===== src/rtl/board_draw_ctrl_if.sv =====
// Drawer-side bus of board_draw_ctrl: symbol command, completion and gated plot.
// Handshake: the controller raises sym_go for exactly one cycle with sym_x, sym_y
// and sym_sel already valid; the drawer answers with a one-cycle sym_done. Only
// one command is ever outstanding, and sym_x/sym_y/sym_sel hold their values until
// that sym_done has been taken. plot is plot_in passed through only while a
// command is outstanding.
interface board_draw_ctrl_if;
  logic [7:0] sym_x;
  logic [6:0] sym_y;
  logic [1:0] sym_sel;
  logic       sym_go;
  logic       sym_done;
  logic       plot_in;
  logic       plot;

  modport master (
    output sym_x, sym_y, sym_sel, sym_go, plot,
    input  sym_done, plot_in
  );

  modport slave (
    input  sym_x, sym_y, sym_sel, sym_go, plot,
    output sym_done, plot_in
  );
endinterface


===== src/rtl/board_draw_ctrl.sv =====
// Redraw sequencer for a 3x3 board: holds the board and one dirty bit per cell,
// walks dirty cells round-robin and commands the symbol drawer to erase each cell
// and, when occupied, draw its symbol. A watchdog abandons a hung draw and raises
// a sticky err flag.
module board_draw_ctrl #(
  parameter logic [7:0] X0      = 8'd40,
  parameter logic [6:0] Y0      = 7'd20,
  parameter logic [4:0] PITCH   = 5'd20,
  parameter logic [7:0] TIMEOUT = 8'd255
) (
  input  logic        clk,
  input  logic        reset,
  input  logic        start,
  input  logic        cell_wr,
  input  logic [3:0]  cell_idx,
  input  logic [1:0]  cell_val,
  output logic [17:0] board,
  output logic        busy,
  output logic        frame_done,
  output logic        err,
  output logic [2:0]  dbg_state,
  board_draw_ctrl_if.master drw
);

  localparam logic [2:0] S_IDLE  = 3'd0;
  localparam logic [2:0] S_SCAN  = 3'd1;
  localparam logic [2:0] S_EGO   = 3'd2;
  localparam logic [2:0] S_EWAIT = 3'd3;
  localparam logic [2:0] S_DGO   = 3'd4;
  localparam logic [2:0] S_DWAIT = 3'd5;
  localparam logic [2:0] S_DONE  = 3'd6;

  logic [2:0]  state;
  logic [3:0]  ptr;
  logic [3:0]  clean_cnt;
  logic [3:0]  cur_idx;
  logic [1:0]  cur_val;
  logic [7:0]  wd;
  logic [8:0]  dirty;
  logic [8:0]  dirty_nxt;
  logic [17:0] board_nxt;
  logic [7:0]  sym_x_q;
  logic [6:0]  sym_y_q;
  logic [1:0]  sym_sel_q;
  logic        sym_go_q;

  logic        in_wait;
  logic        dirty_at_ptr;
  logic        scan_hit;
  logic        wd_expire;
  logic        wr_ok;
  logic        wr_change;
  logic [1:0]  board_at_ptr;
  logic [1:0]  board_at_wr;
  logic [1:0]  row;
  logic [1:0]  col;
  logic [7:0]  org_x;
  logic [6:0]  org_y;

  // Round-robin successor of a cell index, 8 wraps to 0.
  function automatic logic [3:0] next_idx(input logic [3:0] i);
    return (i >= 4'd8) ? 4'd0 : i + 4'd1;
  endfunction

  assign in_wait   = (state == S_EWAIT) || (state == S_DWAIT);
  assign scan_hit  = (state == S_SCAN) && dirty_at_ptr;
  // wd counts cycles since sym_go, so expiry at TIMEOUT-1 makes err visible
  // exactly TIMEOUT cycles after the sym_go cycle.
  assign wd_expire = in_wait && !drw.sym_done && (wd == TIMEOUT - 8'd1);
  assign wr_ok     = cell_wr && (cell_idx <= 4'd8) && (cell_val != 2'b11);
  assign wr_change = wr_ok && (board_at_wr != cell_val);

  // Per-cell lookups of the scan pointer and the write index.
  always_comb begin
    dirty_at_ptr = 1'b0;
    board_at_ptr = 2'b00;
    board_at_wr  = 2'b00;
    for (int k = 0; k < 9; k++) begin
      if (ptr == 4'(k)) begin
        dirty_at_ptr = dirty[k];
        board_at_ptr = board[2*k +: 2];
      end
      if (cell_idx == 4'(k)) begin
        board_at_wr = board[2*k +: 2];
      end
    end
  end

  // Pixel origin of the cell under the scan pointer.
  always_comb begin
    case (ptr)
      4'd0, 4'd1, 4'd2: row = 2'd0;
      4'd3, 4'd4, 4'd5: row = 2'd1;
      default:          row = 2'd2;
    endcase
    case (ptr)
      4'd0, 4'd3, 4'd6: col = 2'd0;
      4'd1, 4'd4, 4'd7: col = 2'd1;
      default:          col = 2'd2;
    endcase
    org_x = X0 + ({6'b0, col} * {3'b0, PITCH});
    org_y = Y0 + ({5'b0, row} * {2'b0, PITCH});
  end

  // Next board and dirty vector; a write's dirty set overrides the scan clear.
  always_comb begin
    dirty_nxt = dirty;
    board_nxt = board;
    for (int k = 0; k < 9; k++) begin
      if (scan_hit && (ptr == 4'(k))) dirty_nxt[k] = 1'b0;
      if (start) dirty_nxt[k] = 1'b1;
      if (wr_ok && (cell_idx == 4'(k))) begin
        board_nxt[2*k +: 2] = cell_val;
        if (wr_change) dirty_nxt[k] = 1'b1;
      end
    end
  end

  // Board, dirty bits and the sticky timeout flag.
  always_ff @(posedge clk or posedge reset) begin
    if (reset) begin
      board <= '0;
      dirty <= '0;
      err   <= 1'b0;
    end else begin
      board <= board_nxt;
      dirty <= dirty_nxt;
      if (start) begin
        err <= 1'b0;
      end else if (wd_expire) begin
        err <= 1'b1;
      end
    end
  end

  // Sequencer: scan, erase, optional draw, watchdog, with registered drawer command.
  always_ff @(posedge clk or posedge reset) begin
    if (reset) begin
      state     <= S_IDLE;
      ptr       <= 4'd0;
      clean_cnt <= 4'd0;
      cur_idx   <= 4'd0;
      cur_val   <= 2'b00;
      wd        <= 8'd0;
      sym_x_q   <= 8'd0;
      sym_y_q   <= 7'd0;
      sym_sel_q <= 2'b00;
      sym_go_q  <= 1'b0;
    end else begin
      sym_go_q <= 1'b0;
      case (state)
        S_IDLE: begin
          clean_cnt <= 4'd0;
          if (|dirty) state <= S_SCAN;
        end
        S_SCAN: begin
          if (dirty_at_ptr) begin
            cur_idx   <= ptr;
            cur_val   <= board_at_ptr;
            sym_x_q   <= org_x;
            sym_y_q   <= org_y;
            sym_sel_q <= 2'b00;
            sym_go_q  <= 1'b1;
            state     <= S_EGO;
          end else begin
            ptr       <= next_idx(ptr);
            clean_cnt <= clean_cnt + 4'd1;
            if (clean_cnt == 4'd8) state <= S_DONE;
          end
        end
        S_EGO: begin
          wd    <= 8'd1;
          state <= S_EWAIT;
        end
        S_EWAIT: begin
          if (drw.sym_done) begin
            if (cur_val != 2'b00) begin
              sym_sel_q <= cur_val;
              sym_go_q  <= 1'b1;
              state     <= S_DGO;
            end else begin
              ptr       <= next_idx(cur_idx);
              clean_cnt <= 4'd0;
              state     <= S_SCAN;
            end
          end else if (wd_expire) begin
            ptr       <= next_idx(cur_idx);
            clean_cnt <= 4'd0;
            state     <= S_SCAN;
          end else begin
            wd <= wd + 8'd1;
          end
        end
        S_DGO: begin
          wd    <= 8'd1;
          state <= S_DWAIT;
        end
        S_DWAIT: begin
          if (drw.sym_done || wd_expire) begin
            ptr       <= next_idx(cur_idx);
            clean_cnt <= 4'd0;
            state     <= S_SCAN;
          end else begin
            wd <= wd + 8'd1;
          end
        end
        S_DONE: begin
          state <= S_IDLE;
        end
        default: begin
          state <= S_IDLE;
        end
      endcase
    end
  end

  assign busy        = (state != S_IDLE);
  assign frame_done  = (state == S_DONE);
  assign dbg_state   = state;
  assign drw.sym_x   = sym_x_q;
  assign drw.sym_y   = sym_y_q;
  assign drw.sym_sel = sym_sel_q;
  assign drw.sym_go  = sym_go_q;
  // Combinational so that an asynchronous reset of state drops plot at once.
  assign drw.plot    = drw.plot_in & in_wait;

endmodule


===== src/flat_wrapper.sv =====
// flat-port wrapper written by rule: the top's interface ports become plain ports
module board_draw_ctrl_flat 
#(
  parameter logic [7:0] X0      = 8'd40,
  parameter logic [6:0] Y0      = 7'd20,
  parameter logic [4:0] PITCH   = 5'd20,
  parameter logic [7:0] TIMEOUT = 8'd255
)
  (clk, reset, start, cell_wr, cell_idx, cell_val, board, busy, frame_done, err, dbg_state, drw_sym_x, drw_sym_y, drw_sym_sel, drw_sym_go, drw_plot, drw_sym_done, drw_plot_in);
  board_draw_ctrl_if drw_i ();
  input  logic clk;
  input  logic reset;
  input  logic start;
  input  logic cell_wr;
  input  logic [3:0] cell_idx;
  input  logic [1:0] cell_val;
  output logic [17:0] board;
  output logic busy;
  output logic frame_done;
  output logic err;
  output logic [2:0] dbg_state;
  output wire logic [$bits(drw_i.sym_x)-1:0] drw_sym_x;
  output wire logic [$bits(drw_i.sym_y)-1:0] drw_sym_y;
  output wire logic [$bits(drw_i.sym_sel)-1:0] drw_sym_sel;
  output wire logic [$bits(drw_i.sym_go)-1:0] drw_sym_go;
  output wire logic [$bits(drw_i.plot)-1:0] drw_plot;
  input wire logic [$bits(drw_i.sym_done)-1:0] drw_sym_done;
  input wire logic [$bits(drw_i.plot_in)-1:0] drw_plot_in;
  assign drw_sym_x = drw_i.sym_x;
  assign drw_sym_y = drw_i.sym_y;
  assign drw_sym_sel = drw_i.sym_sel;
  assign drw_sym_go = drw_i.sym_go;
  assign drw_plot = drw_i.plot;
  assign drw_i.sym_done = drw_sym_done;
  assign drw_i.plot_in = drw_plot_in;
  board_draw_ctrl #(.X0(X0), .Y0(Y0), .PITCH(PITCH), .TIMEOUT(TIMEOUT)) u_core (.clk(clk), .reset(reset), .start(start), .cell_wr(cell_wr), .cell_idx(cell_idx), .cell_val(cell_val), .board(board), .busy(busy), .frame_done(frame_done), .err(err), .dbg_state(dbg_state), .drw(drw_i));
endmodule

===== config.mk =====
export PLATFORM = sky130hd
export DESIGN_NAME = board_draw_ctrl_flat
export DESIGN_NICKNAME = d
export VERILOG_FILES = /design/src/rtl/board_draw_ctrl_if.sv /design/src/rtl/board_draw_ctrl.sv /design/src/flat_wrapper.sv
export SDC_FILE = /design/constraint.sdc
export NUM_CORES = 1
export LEC_CHECK = 0
export ABC_AREA = 1
export CAP_MARGIN = 20
export CORE_ASPECT_RATIO = 1.2
export CORE_UTILIZATION = 55
export DETAILED_ROUTE_END_ITERATION = 8
export PLACE_DENSITY = 0.8
export RECOVER_POWER = 100
export SYNTH_ARGS = -nofsm -noshare
export SYNTH_HDL_FRONTEND = slang
export SYNTH_SLANG_ARGS = --single-unit

===== constraint.sdc =====
create_clock -name clk -period 2.35 [get_ports clk]
set_clock_uncertainty 0.05 [all_clocks]
set_input_delay 0.3525 -clock clk [delete_from_list [all_inputs] [get_ports clk]]
set_output_delay 0.3525 -clock clk [all_outputs]
set_load 0.05 [all_outputs]

## Yosys cells after proc, flatten, opt, wreduce, memory -nomap -nowiden

Index checks and enable logic that the tools add are counted.

| storage, ports and cells | value |
|---|---|
| bits in registers | 71 |
| input bits | 12 |
| output and inout bits | 43 |

| operators by class | value |
|---|---|
| add/sub/neg operators | 6 |
| $mul | 2 |
| magnitude comparators | 3 |
| equality and inequality tests | 38 |
| muxes and demuxes | 101 |
| bitwise operators | 1 |
| reductions and logical operators | 49 |

Operators by type and width:

| kind | count |
|---|---|
| $mux 1 | 50 |
| $mux 4 | 12 |
| $mux 2 | 21 |
| $eq 4x3->1 const B | 8 |
| $logic_and 1x1->1 | 24 |
| $mux 8 | 3 |
| $pmux 8 s3 | 1 |
| $mux 3 | 7 |
| $pmux 3 s6 | 1 |
| $eq 4x2->1 const B | 4 |
| $ne 2x2->1 const B | 8 |
| $pmux 4 s4 | 1 |
| $add 4x1->4 const B | 3 |
| $eq 4x4->1 const B | 3 |
| $pmux 2 s2 | 3 |
| $pmux 4 s3 | 1 |
| $reduce_and 4->1 | 3 |
| $reduce_or 3->1 | 4 |
| $mul 2x3->5 const B | 2 |
| $reduce_and 5->1 | 2 |
| $eq 3x3->1 const B | 3 |
| $reduce_bool 3->1 | 3 |
| $reduce_or 9->1 | 1 |
| $add 6x7->8 const A | 1 |
| 22 further kinds | 31 |

## Longest topological paths before layout

Gate-level depths: netlist of run 1.

| depth | value |
|---|---|
| word-level depth | 16 |
| mapped depth | 15 |
| depth with buffers taken out | 15 |

## Least setup slack after synthesis of run 1

Ideal clock, no wire load.

| timing | value |
|---|---|
| path type | reg-to-output |
| start | register u_core.state[2], in the netlist u_core.dbg_state[2] |
| end | output port drw_plot |
| data arrival time | 1801 ps |
| data required time | 1947 ps |
| path slack | 147 ps |
| stages on the path, launching flop included | 5 |
| cells stage by stage | dfrtp_1 > nor2_2 > nor2_4 > nand2_4 > nor2_1 |

| on the way | value |
|---|---|
| cells in the longest elaborated chain, start to end | 3 |
| elaborated cells on any way between the ends | 4 |

Ends and longest elaborated chain:

| what | line | text |
|---|---|---|
| start, declared | board_draw_ctrl.sv:33 | `logic [2:0] state;` |
| start signal, assigned | board_draw_ctrl.sv:139 | `state <= S_IDLE;` |
| start signal, assigned | board_draw_ctrl.sv:154 | `if (\|dirty) state <= S_SCAN;` |
| start signal, assigned | board_draw_ctrl.sv:164 | `state <= S_EGO;` |
| $eq 3x2->1 or $eq 3x3->1 (tied branches) | board_draw_ctrl.sv:65 | `assign in_wait = (state == S_EWAIT) \|\| (state == S_DWAIT);` |
| $logic_or 1x1->1 (*) | board_draw_ctrl.sv:65 |  |
| $and 1x1->1 (*) | board_draw_ctrl.sv:225 | `assign drw.plot = drw.plot_in & in_wait;` |
| end, declared | flat_wrapper.sv:26 | `output wire logic [$bits(drw_i.plot)-1:0] drw_plot;` |

Every way passes the cells marked *; elsewhere a longest branch is shown, timed or not.

## Worst setup path after layout of run 1

| timing | value |
|---|---|
| start | register u_core.state[2], in the netlist u_core.dbg_state[2] |
| end | output port dbg_state[2] |

RTL lines:

| what | line | text |
|---|---|---|
| end, declared | flat_wrapper.sv:21 | `output logic [2:0] dbg_state;` |

No word-level cell between the ends.

==> run metrics, run 1 <==
Ys Warns 0; Design Area, Final 0.004642 mm^2; reg-to-reg endpoint u_core.clean_cnt[0]; Worst Setup Path Type reg2out; fmax 453.6 MHz; Hold Violations, Final 0; commonest non-fill, non-tap cell in the layout nand2_1; XOR/XNOR Fraction of Synth Area 0.006796; Vias/cell approximately 5.3; routed wl met2 around 4700 um; Final Max Tran Viols 65; Synth Area in Compound Gates 0.09935; share of cells above drive strength 1 0.1028; gp weighted congestion about 0.93; Initial Utilization 0.5675; gr usage total 0.2724; die area 0.007370 mm^2; Crit path depth 1; Reg2Reg Setup Slack 0.19 ns; post-CTS setup buffers 0; Peak VDD IR approximately 0.00066 V; Top Metal Used met4; Routed WL approximately 9300 um; status complete, but fails checks; DRC errors left 0; clk root buf clkbuf_8; Die W a little under 80 um; Buffers on Ports between 40 and 50; worst skew pair latency between 0.3 and 0.4 ns; sequential area share after synthesis 0.4142; area occupied by multi-input gates ~0.0018 mm^2; CP Launch Point u_core.dbg_state[2]; global-route wire length before repair 15390 um; Setup TNS 0 ns; crit-path max FO 8; HPWL Detailed about 7100 um; Final setup viols 0; fraction of the mapped netlist area in simple logic gates 0.3392; initial antenna violation count 0; H-tree Lvls 3; Placeable Area 0.006813 mm^2; fillers just over 600; Max-slew headroom -0.03856; Slew @ Worst Pin approximately 1.6 ns; Mapped Cells between 500 and 600; Syn Area/Cell slightly above 7 um^2; crit path to dbg_state[2]; Nets between 600 and 700; CTS tree yes; pin count of the biggest net entering global routing 65; commonest non-fill, non-tap cells in the layout nand2_1 (154), inv_1 (74), dfrtp_1 (64); synth-to-layout area growth 20.06%; WP data required about 2.0 ns; leakage 2.284 nW; FP Rows 33; DRT antenna net count 0; WL/cell 13.53 um; DR WL met3 ~450 um; clk slew on worst S/H paths around 0.070 ns; r2r startpoint u_core.dbg_state[2]; Worst Setup End Kind output port; number of flops mapped to enable cells by yosys 0; max-cap viol count 1; failing checks capacitance limit, slew limit; clock buffer depth 2; io pins 55; Core Util, Final 0.6814; crit-path cells dlygate4sd3_1; Num CTS Buffers 9; M1 wire length 3847 um; Placed Area between 0.004 and 0.005 mm^2; FF+latch count, synth 64; die height 93.85 um; Reg2Reg Depth 12; CP max stage cell dlygate4sd3_1; vias 3671; gr ovfl total 0; adder-cell share of the synthesized area 0.03236; PwrDens roughly 1300 mW/mm^2; vias in the first global route around 3.4k; Period Utilization, post-route 0.9382; largest family of logic cells by synthesized area simple AND/OR/NAND/NOR gates; diode count 0; Yosys cell types 40; Hold Path Class reg2reg; mapped cell area slightly below 0.004 mm^2; Tmin final approximately 2.2 ns; post-synthesis mux area share 0; DRT iter0 DRCs 196; Largest stage delay, worst path a little over 0.9 ns; Top FF cell, synth dfrtp_1; Async S/R FF share, synth 1.000; WP buf/inv 1; FF+latch area 0.001602 mm^2; CP Launch Type register; CP Data Arrival Time 1.80 ns; crit-path leading delay family buffers and inverters; DRT Pass-1 Iters 5; clock sink count 64; RSZ-0062 raised after global routing no
## worst min-delay path by stage
stage                             start             endpoint  slack [ns]  cells after the start
floorplan             u_core.cur_idx[3]    u_core.cur_idx[3]        0.41                      2
global placement    u_core.drw.sym_y[4]  u_core.drw.sym_y[4]        0.42                      2
detailed placement  u_core.drw.sym_x[2]  u_core.drw.sym_x[2]        0.42                      2
CTS                               reset         u_core.wd[0]        0.35                      3
global route        u_core.drw.sym_y[4]  u_core.drw.sym_y[4]        0.46                      2
finish              u_core.drw.sym_x[2]  u_core.drw.sym_x[2]        0.44                      2
## repair_timing
item | CTS | global route
hold buffers | 0 | 0
endpoints found under the setup margin | 0 | 10
gates resized for setup | 0 | 3
## worst min-delay path, delay by kind of cell (launching register included)
family | cells | cell delay [ns]
DFF | 1 | 0.34
and+or+nand+nor | 2 | 0.12
## registers in the layout, indices dropped and copies added, names as in the netlist
register,cells
u_core.drw.sym_go,1
u_core.err,1
u_core.dbg_state,3
u_core.dirty,9
u_core.ptr,4
u_core.clean_cnt,4
u_core.drw.sym_y,4
u_core.drw.sym_sel,2
u_core.cur_idx,4
u_core.wd,8
u_core.cur_val,2
u_core.drw.sym_x,4
u_core.board,18
## stage by stage
stage / total power, mW / std cells / worst slack, ns / hold WS, ns
after floorplan: 4.230 / 536 / 0.1467 / 0.4094
after global placement: 5.097 / 674 / 0.08103 / 0.4188
after detailed placement: 5.188 / 674 / -0.04026 / 0.4244
after CTS: 6.185 / 690 / 0.006326 / 0.3497
after global routing: 6.447 / 690 / 0.01635 / 0.4565
final: 6.011 / 690 / 0.1452 / 0.4357
## cell families after synthesis
| kind of cell | after synthesis |
|---|---|
| AND/OR/NAND/NOR | 287 |
| XOR/XNOR | 3 |
| AO/OA/AOI/OAI | 69 |
| flip-flops | 64 |
| adder cells (fa/ha/maj) | 10 |
| other | 1 |
| buffers and inverters | 98 |
## area by class of cell
| type | instances | area share |
|---|---|---|
| clock inverter | 5 | 0.01186 |
| inverter | 85 | 0.06873 |
| sequential | 64 | 0.3450 |
| timing repair buffer | 64 | 0.1235 |
| multi-input combinational | 374 | 0.3949 |
| clock buffer | 11 | 0.03261 |
| tap | 87 | 0.02345 |
## per-layer routing
layer  vias up  track usage
met4         0       0.1559
met2       115       0.4681
met5         -            0
met1      1717       0.3197
li1       1810            -
met3        29      0.04466
## where the power goes
group / leakage [nW] / internal, mW / total (mW) / switching [mW]
Combinational: 1.41 / 0.999 / 3.33 / 2.33
Sequential: 0.770 / 1.42 / 1.70 / 0.282
Clock: 0.101 / 0.543 / 0.980 / 0.436
Total: 2.28 / 2.96 / 6.01 / 3.05
## synthesized netlist by cell type, types with 3 or more instances
| master | count | share of area |
|---|---|---|
| inv_1 | 75 | 0.073 |
| a21oi_1 | 12 | 0.016 |
| nand2_1 | 151 | 0.15 |
| or2_2 | 3 | 0.0049 |
| nor2_4 | 4 | 0.012 |
| nor4_1 | 3 | 0.0049 |
| nor2_1 | 40 | 0.039 |
| inv_2 | 9 | 0.0087 |
| o21a_1 | 3 | 0.0058 |
| nor3_1 | 10 | 0.013 |
| nand3_2 | 3 | 0.0078 |
| buf_4 | 8 | 0.016 |
| nand3_1 | 47 | 0.061 |
| o21ai_0 | 27 | 0.035 |
| nand2_4 | 3 | 0.0087 |
| nor2_2 | 4 | 0.0065 |
| nand2_2 | 6 | 0.0097 |
| nand4_1 | 6 | 0.0097 |
| xor2_1 | 3 | 0.0068 |
| ha_1 | 10 | 0.032 |
| dfrtp_1 | 64 | 0.41 |
| o21ai_1 | 18 | 0.023 |
Power figures use the tool's default switching activity.
==> run 2: changes to the inputs <==
SLEW_MARGIN = 25   (was unset)
==> results of run 2 <==
Final layout, timing and power as in run 1 (identical DEF).
